[src/rtl/uart_pkg.sv]
// Shared types and constants for the UART transmit arbiter slice.
package uart_pkg;

  localparam int UART_DATA_W = 8;

  typedef enum logic [2:0] {
    IDLE,
    START,
    WAIT_BUSY,
    WAIT_EOT,
    GAP
  } uart_arb_state_t;

endpackage

[src/rtl/uart_arb_pick.sv]
// Combinational winner selection for uart_tx_arbiter; one-hot result.
// UART_TX_ARB_RR_EN selects round-robin from ptr_i, otherwise fixed lowest-index priority.
module uart_arb_pick #(
  parameter int N_REQ = 4
) (
  input  logic [N_REQ-1:0]         req_i,
`ifdef UART_TX_ARB_RR_EN
  input  logic [$clog2(N_REQ)-1:0] ptr_i,
  output logic [$clog2(N_REQ)-1:0] next_ptr_o,
`endif
  output logic [N_REQ-1:0]         win_o
);

`ifdef UART_TX_ARB_RR_EN
  localparam int PTR_W = $clog2(N_REQ);

  logic                 found;
  logic [PTR_W-1:0]     idx;

  // Scan starts at the slot after the previous winner and wraps.
  always_comb begin
    win_o      = '0;
    next_ptr_o = ptr_i;
    found      = 1'b0;
    idx        = '0;
    for (int unsigned off = 0; off < N_REQ; off++) begin
      idx = PTR_W'((32'(ptr_i) + off) % N_REQ);
      if (!found && req_i[idx]) begin
        found      = 1'b1;
        win_o[idx] = 1'b1;
        next_ptr_o = PTR_W'((32'(idx) + 32'd1) % N_REQ);
      end
    end
  end
`else
  logic found;

  always_comb begin
    win_o = '0;
    found = 1'b0;
    for (int unsigned i = 0; i < N_REQ; i++) begin
      if (!found && req_i[i]) begin
        found    = 1'b1;
        win_o[i] = 1'b1;
      end
    end
  end
`endif

endmodule

[src/rtl/uart_tx_arbiter.sv]
// Shares one uart_tx serializer among N_REQ byte producers: arbitrate, latch, Start, track EOT, gap.
// Build option: UART_TX_ARB_RR_EN enables round-robin arbitration (default fixed priority).
module uart_tx_arbiter
  import uart_pkg::*;
#(
  parameter int N_REQ      = 4,
  parameter int GAP_CYCLES = 16
) (
  input  logic                         Clk,
  input  logic                         Rst_n,
  input  logic [N_REQ-1:0]             Req,
  input  logic [UART_DATA_W*N_REQ-1:0] Data,
  output logic [N_REQ-1:0]             Ack,
  output logic [N_REQ-1:0]             Done,
  output logic [N_REQ-1:0]             Grant,
  output logic                         Busy,
  output logic [UART_DATA_W-1:0]       Tx_Data,
  output logic                         Tx_Start,
  input  logic                         Tx_EOT
);

  localparam int GAP_W = (GAP_CYCLES > 0) ? $clog2(GAP_CYCLES + 1) : 1;

  uart_arb_state_t        state_q, state_d;
  logic [N_REQ-1:0]       grant_q, grant_d;
  logic [N_REQ-1:0]       ack_q, ack_d;
  logic [N_REQ-1:0]       done_q, done_d;
  logic                   busy_q, busy_d;
  logic                   start_q, start_d;
  logic [UART_DATA_W-1:0] txd_q, txd_d;
  logic [GAP_W-1:0]       gap_q, gap_d;
  logic [N_REQ-1:0]       win;
  logic [UART_DATA_W-1:0] win_byte;

`ifdef UART_TX_ARB_RR_EN
  logic [$clog2(N_REQ)-1:0] ptr_q, ptr_d, next_ptr;
`endif

  uart_arb_pick #(
    .N_REQ (N_REQ)
  ) u_pick (
    .req_i      (Req),
`ifdef UART_TX_ARB_RR_EN
    .ptr_i      (ptr_q),
    .next_ptr_o (next_ptr),
`endif
    .win_o      (win)
  );

  always_comb begin
    win_byte = '0;
    for (int unsigned i = 0; i < N_REQ; i++) begin
      if (win[i]) win_byte = Data[UART_DATA_W*i +: UART_DATA_W];
    end
  end

  always_comb begin
    state_d = state_q;
    grant_d = grant_q;
    ack_d   = '0;
    done_d  = '0;
    busy_d  = busy_q;
    start_d = 1'b0;
    txd_d   = txd_q;
    gap_d   = gap_q;
`ifdef UART_TX_ARB_RR_EN
    ptr_d   = ptr_q;
`endif
    unique case (state_q)
      IDLE: begin
        if (|Req && Tx_EOT) begin
          grant_d = win;
          ack_d   = win;
          txd_d   = win_byte;
          busy_d  = 1'b1;
`ifdef UART_TX_ARB_RR_EN
          ptr_d   = next_ptr;
`endif
          state_d = START;
        end
      end
      START: begin
        start_d = 1'b1;
        state_d = WAIT_BUSY;
      end
      WAIT_BUSY: begin
        if (!Tx_EOT) state_d = WAIT_EOT;
      end
      WAIT_EOT: begin
        if (Tx_EOT) begin
          done_d  = grant_q;
          grant_d = '0;
          if (GAP_CYCLES == 0) begin
            busy_d  = 1'b0;
            state_d = IDLE;
          end else begin
            // The Done cycle itself is the first gap cycle.
            gap_d   = GAP_W'(GAP_CYCLES - 1);
            state_d = GAP;
          end
        end
      end
      GAP: begin
        if (gap_q == '0) begin
          busy_d  = 1'b0;
          state_d = IDLE;
        end else begin
          gap_d = gap_q - GAP_W'(1);
        end
      end
      default: state_d = IDLE;
    endcase
  end

  always_ff @(posedge Clk or negedge Rst_n) begin
    if (!Rst_n) begin
      state_q <= IDLE;
      grant_q <= '0;
      ack_q   <= '0;
      done_q  <= '0;
      busy_q  <= 1'b0;
      start_q <= 1'b0;
      txd_q   <= '0;
      gap_q   <= '0;
`ifdef UART_TX_ARB_RR_EN
      ptr_q   <= '0;
`endif
    end else begin
      state_q <= state_d;
      grant_q <= grant_d;
      ack_q   <= ack_d;
      done_q  <= done_d;
      busy_q  <= busy_d;
      start_q <= start_d;
      txd_q   <= txd_d;
      gap_q   <= gap_d;
`ifdef UART_TX_ARB_RR_EN
      ptr_q   <= ptr_d;
`endif
    end
  end

  assign Ack      = ack_q;
  assign Done     = done_q;
  assign Grant    = grant_q;
  assign Busy     = busy_q;
  assign Tx_Data  = txd_q;
  assign Tx_Start = start_q;

endmodule

[config.mk]
export PLATFORM = sky130hd
export DESIGN_NAME = uart_tx_arbiter
export DESIGN_NICKNAME = d
export VERILOG_FILES = /design/src/rtl/uart_pkg.sv /design/src/rtl/uart_arb_pick.sv /design/src/rtl/uart_tx_arbiter.sv
export SDC_FILE = /design/constraint.sdc
export NUM_CORES = 1
export LEC_CHECK = 0
export ABC_CLOCK_PERIOD_IN_PS = 3870
export CORE_ASPECT_RATIO = 0.7
export CORE_MARGIN = 2
export CORE_UTILIZATION = 46
export CTS_BUF_LIST = sky130_fd_sc_hd__clkbuf_16
export CTS_CLUSTER_DIAMETER = 50
export CTS_CLUSTER_SIZE = 10
export DETAILED_ROUTE_END_ITERATION = 8
export GPL_TIMING_DRIVEN = 0
export PLACE_DENSITY_LB_ADDON = 0.1
export SETUP_SLACK_MARGIN = 0.15
export SYNTH_ARGS = -nofsm -noshare
export SYNTH_HDL_FRONTEND = slang
export SYNTH_SLANG_ARGS = --single-unit
export TNS_END_PERCENT = 100
[constraint.sdc]
create_clock -name Clk -period 3.87 [get_ports Clk]
set_input_delay 0.774 -clock Clk [delete_from_list [all_inputs] [get_ports Clk]]
set_output_delay 0.774 -clock Clk [all_outputs]
set_load 0.05 [all_outputs]
; Word level (Yosys, flattened, before mapping)
; Index checks and enable logic that the tools add are counted.
[totals]
regBits = 30
input_bits = 39
[op_classes]
n_addsub = 1
n_eq_ne = 9
n_mux = 29
n_reduce_logical = 18
[op_table]
columns = operator, count
row1 = 2-to-1 mux 8 bit, 4
row2 = 2-to-1 mux 4 bit, 6
row3 = case mux 3 bit (5 select lines), 1
row4 = 2-to-1 mux 3 bit, 4
row5 = 2-to-1 mux 5 bit, 2
row6 = inequality test 2 bit (second input constant), 5
row7 = case mux 5 bit (2 select lines), 1
row8 = 2-to-1 mux 1 bit, 9
row9 = AND reduction 3 bit, 3
row10 = case mux 4 bit (2 select lines), 1
row11 = == test 3 x 2 -> 1 bit (second input constant), 2
row12 = nonzero test 2 bit, 3
row13 = logical NOT 5 bit, 1
row14 = subtractor 5 x 1 -> 5 bit (second input constant), 1
row15 = logical AND 1 bit, 4
row16 = AND reduction 4 bit, 1
row17 = OR reduction 4 bit, 1
row18 = == test 3 x 1 -> 1 bit (second input constant), 1
row19 = == test 3 bit (second input constant), 1
row20 = logical NOT 1 bit, 3
row21 = logical NOT 3 bit, 1
row22 = case mux 1 bit (2 select lines), 1
row23 = AND reduction 2 bit, 1

; Depth between registers and ports, before layout
[logic_depth]
word_depth = 12
ltp_mapped = 5
mapped_depth_nobuf = 5

; By module
; A second synthesis with hierarchy kept.
[hier_totals]
hier_cells = 160
area_unflattened_um2 = 1604.0
[by_module_without_submodules]
columns = module, instances, cells_per_inst, area_each_um2, seq_area_each_um2
row1 = uart_tx_arbiter, 1, 156, 1567.8, 750.7
row2 = uart_arb_pick, 1, 4, 36.3, 0.0

; Worst setup path before layout
; No wires, ideal clock.
[synth_path]
path_type = input to register
start = input port Req[1]
end = register txd_q[1], in the netlist Tx_Data[1]
setup_ps = 123
arrival_time_ps = 1670
t_required_ps = 3747
slack_ps = 2077
cell_stages = 4
path_buffers = 1
cell_sequence = nor4_2 -> and2b_1 -> buf_4 -> o221a_2
[synth_via]
elab_chain_len = 9
word_cells_on_any_way = 16
cone_classes = mux: 8 / reduce/logical: 8
[synth_lines]
columns = item, line
row1 = from (decl), uart_tx_arbiter.sv:11  ; input logic [N_REQ-1:0] Req,
row2 = logical AND 1 bit, uart_arb_pick.sv:42  ; if (!found && req_i[i]) begin
row3 = 2-to-1 mux 1 bit, uart_arb_pick.sv:42
row4 = logical NOT 1 bit, uart_arb_pick.sv:42
row5 = logical AND 1 bit, uart_arb_pick.sv:42
row6 = 2-to-1 mux 1 bit, uart_arb_pick.sv:42
row7 = logical NOT 1 bit, uart_arb_pick.sv:42
row8 = logical AND 1 bit, uart_arb_pick.sv:42
row9 = 2-to-1 mux 1 bit, uart_arb_pick.sv:42
row10 = 2-to-1 mux 8 bit, uart_tx_arbiter.sv:53  ; if (win[i]) win_byte = Data[UART_DATA_W*i +: UART_DATA_W];
row11 = to (signal assigned), uart_tx_arbiter.sv:135  ; txd_q <= txd_d;
row12 = to (decl), uart_tx_arbiter.sv:30  ; logic [UART_DATA_W-1:0] txd_q, txd_d;
; Several ways; a longest one is shown, not always the timed one.
; A chain may end at the register's enable or synchronous reset.

; Final worst setup path
[layout_path]
start = input port Tx_EOT
end = register txd_q[2], in the netlist Tx_Data[2]
[layout_via]
elab_chain_len = 2
[layout_lines]
columns = item, line
row1 = from (decl), uart_tx_arbiter.sv:19  ; input logic Tx_EOT
row2 = logical AND 1 bit, uart_tx_arbiter.sv:71  ; if (|Req && Tx_EOT) begin
row3 = AND reduction 2 bit (no line), --
; No other way between the ends.

==> results.toml <==
[floorplan]
die_x_um = 72.6
rows = 17
die_h_um = 52
ios = 61
start_util_pct = 48.1
core_um2 = 3150
dieArea_um2 = 3770

[synthesis]
synth-seq-cells = 30
seq_area_frac_synth_pct = 49.6
syn-num-nets = 177
synth_ff_type = "dfrtp_1"
syn_area_per_cell_um2 = 11.1
syn_inst = 137
syn_area_um2 = 1510
yosys_warnings = 0
async_reset_ff_share_pct = 100
synth_cell_types = 42
synth_edf_count = 0

[placement]
port_buffers = 60
dpl.hpwl_mm = 2.92
place_inst = 235
pre_cts_slack_ns = 1.31
gp_congestion = 0.767

[critical_path]
rr_worst_depth = 4
rr_endpoint = "Tx_Data[2]"
worstSetupStartpointType = "input pin"
worstPathRequired_ns = 4.03
rrSetupSlack_ns = 2.08
crit_path_end_kind = "flop"
critPathMaxFanout = 8
worstSetupStartpoint = "Tx_EOT"
critPathKind = "in2reg"
regToRegStartpoint = "state_q[2]"
cp.arrival_ns = 2.49

[detailed_routing]
final_antenna_net_count = 0
routed_via_density = 5.82
initialDrtViolationCount = 93
drtPass1Iterations = 4
wire_per_inst_um = 17.0
remaining_drc_errors = 0
wirelength_mm = 4.10
vias = 1408

[final_layout]
antennaDiodeCount = 0
drive_gt1_share_pct = 12.3
fin_nets = 244
nFillCells = 223
area_growth_pct = 53.0
stdcell_count = 242
fin_util_pct = 73.6

[global_route]
grt_pass1_wl_mm = 6.50
antenna_found_initial = 0
grt_pass1_vias = 1324
grt_max_degree = 31
grtUsageTotal_pct = 23.5
grt_overflow_total = 0

[timing]
tightest_slew_ns = 0.678
rsz0062_at_grt = "false"
maxSlewHeadroom_pct = 54.8
fmax_mhz = 429
period_minus_slack_ns = 2.33
fin_crit_sh_pct = 60.3
hold_violations = 0
setup_viol = 0
final_max_slew_viol_count = 0
tns_ns = 0
fin_ws_ns = 1.54
fin_skew_ns = 0.00459

[hold_path]
min-delay-start = "Grant[3]"
whs_path_depth = 1
hold_path_end = "Done[3]"
hp-class = "reg2reg"

[clocking]
cts_resized = 0
cts_root_buf = "clkbuf_16"
clk_pin_slew_ns = 0.05
cts_sinks = 30
cts_buffer_depth = 2
post_cts_buffers = 0
cts_tree = "done"
insertion_delay_ns = 0.27
cts_max_level = 2
cts_hold_buf = 0
cts-buffers-inserted = 5

[power_and_ir_drop]
power_density_nw_per_um2 = 704
irDropWorstVdd_uv = 480
power.leakage_nw = 0.944

[run]
drv_cap = 0

[outcome]
status = "finished, final reports clean"
==> cell families (layout without fill, tap and decap cells) <==
group                      count (synthesis)  after routing  synth area share (%)
AOI/OAI and AO/OA                         36             36                  19.1
muxes                                      1              1                 0.661
buffers and inverters                     14             81                  3.97
adders and majority gates                  1              1                 0.826
and+or+nand+nor                           55             55                  25.9
DFF                                       30             30                  49.6
==> critical path, stage by stage <==
cell and delay [ns]:
clkdlybuf4s50_1 0.57, nor4b_4 0.41, nand4b_2 0.37, o221a_2 0.35
==> area by class of cell <==
class | count | area, um^2 | share of cell area (%)
clock buffers | 5 | 125 | 5.40
plain buffers | 10 | 45.0 | 1.94
inverters | 4 | 15.0 | 0.648
multi-input cells | 93 | 703 | 30.4
repair buffers | 60 | 596 | 25.7
well taps | 38 | 47.5 | 2.05
clock inverters | 2 | 33.8 | 1.46
flip-flops and latches | 30 | 751 | 32.4
==> report_power, final <==
| group | internal (mW) | total (mW) | leakage (nW) | switching (mW) |
|---|---|---|---|---|
| Clock | 0.297 | 0.423 | 0.0773 | 0.126 |
| Sequential | 0.413 | 0.477 | 0.363 | 0.0647 |
| Combinational | 0.295 | 0.731 | 0.503 | 0.437 |
| Total | 1.00 | 1.63 | 0.944 | 0.628 |
==> cell usage after synthesis (all sizes together) (2+ instances only) <==
cell    instances  area share (%)
a21oi           5             1.7
a31oi           2            0.83
and2            6             2.5
and4b           2             1.3
buf             3             1.2
clkbuf          7             1.8
dfrtp          30              50
inv             4            0.99
nand2          12             3.0
nand4b          2             1.6
nor2b           9             3.7
nor3b          10             5.3
o21ai           4             1.3
o21bai          4             2.0
o221a           8             6.0
o311ai          8             4.6
==> metal layers <==
metal / part of all wire, % / GRT usage, % / vias up
met5: 0 / 0 / -
met2: 49 / 38.2 / 52
met4: 0.80 / 6.79 / 0
met1: 45 / 31.2 / 693
met3: 5.5 / 6.20 / 5
li1: - / - / 658
==> metrics by stage <==
stage / hold slack [ns] / power, mW / area (um^2)
after floorplan: 0.478 / 0.961 / 1510
after global placement: 0.492 / 1.19 / 2160
after detailed placement: 0.510 / 1.21 / 2160
after CTS: 0.522 / 1.64 / 2320
after global routing: 0.525 / 1.71 / 2320
final: 0.517 / 1.63 / 2320
==> state kept, by name, summed over array words and instances, names as in the netlist <==
register  count
Ack           4
Busy          1
Done          4
Grant         4
Tx_Data       8
Tx_Start      1
gap_q         5
state_q       3
==> placed cells by master (no fill, tap or decap), types with 2 or more instances in the layout <==
cell type        synthesis  routed
clkdlybuf4s50_1          0      59
dfrtp_1                 30      30
nand2_1                 12      12
nor3b_1                  9       9
nor2b_1                  9       9
o221a_2                  8       8
clkbuf_1                 6       6
and2_1                   6       6
a21oi_1                  5       5
o311ai_0                 5       5
clkbuf_16                0       5
inv_1                    4       4
o21bai_1                 4       4
o21ai_0                  4       4
buf_2                    2       3
o311ai_1                 3       3
and4b_1                  2       2
a31oi_1                  2       2
==> worst max-delay path by stage <==
| stage | cells after the start | to |
|---|---|---|
| after floorplan | 4 | Tx_Data[1] |
| after global placement | 4 | Tx_Data[2] |
| after detailed placement | 4 | Tx_Data[2] |
| after CTS | 4 | Tx_Data[2] |
| after global routing | 4 | Tx_Data[2] |
| final | 4 | Tx_Data[2] |
No activity file was read; power rests on OpenSTA's default activity.
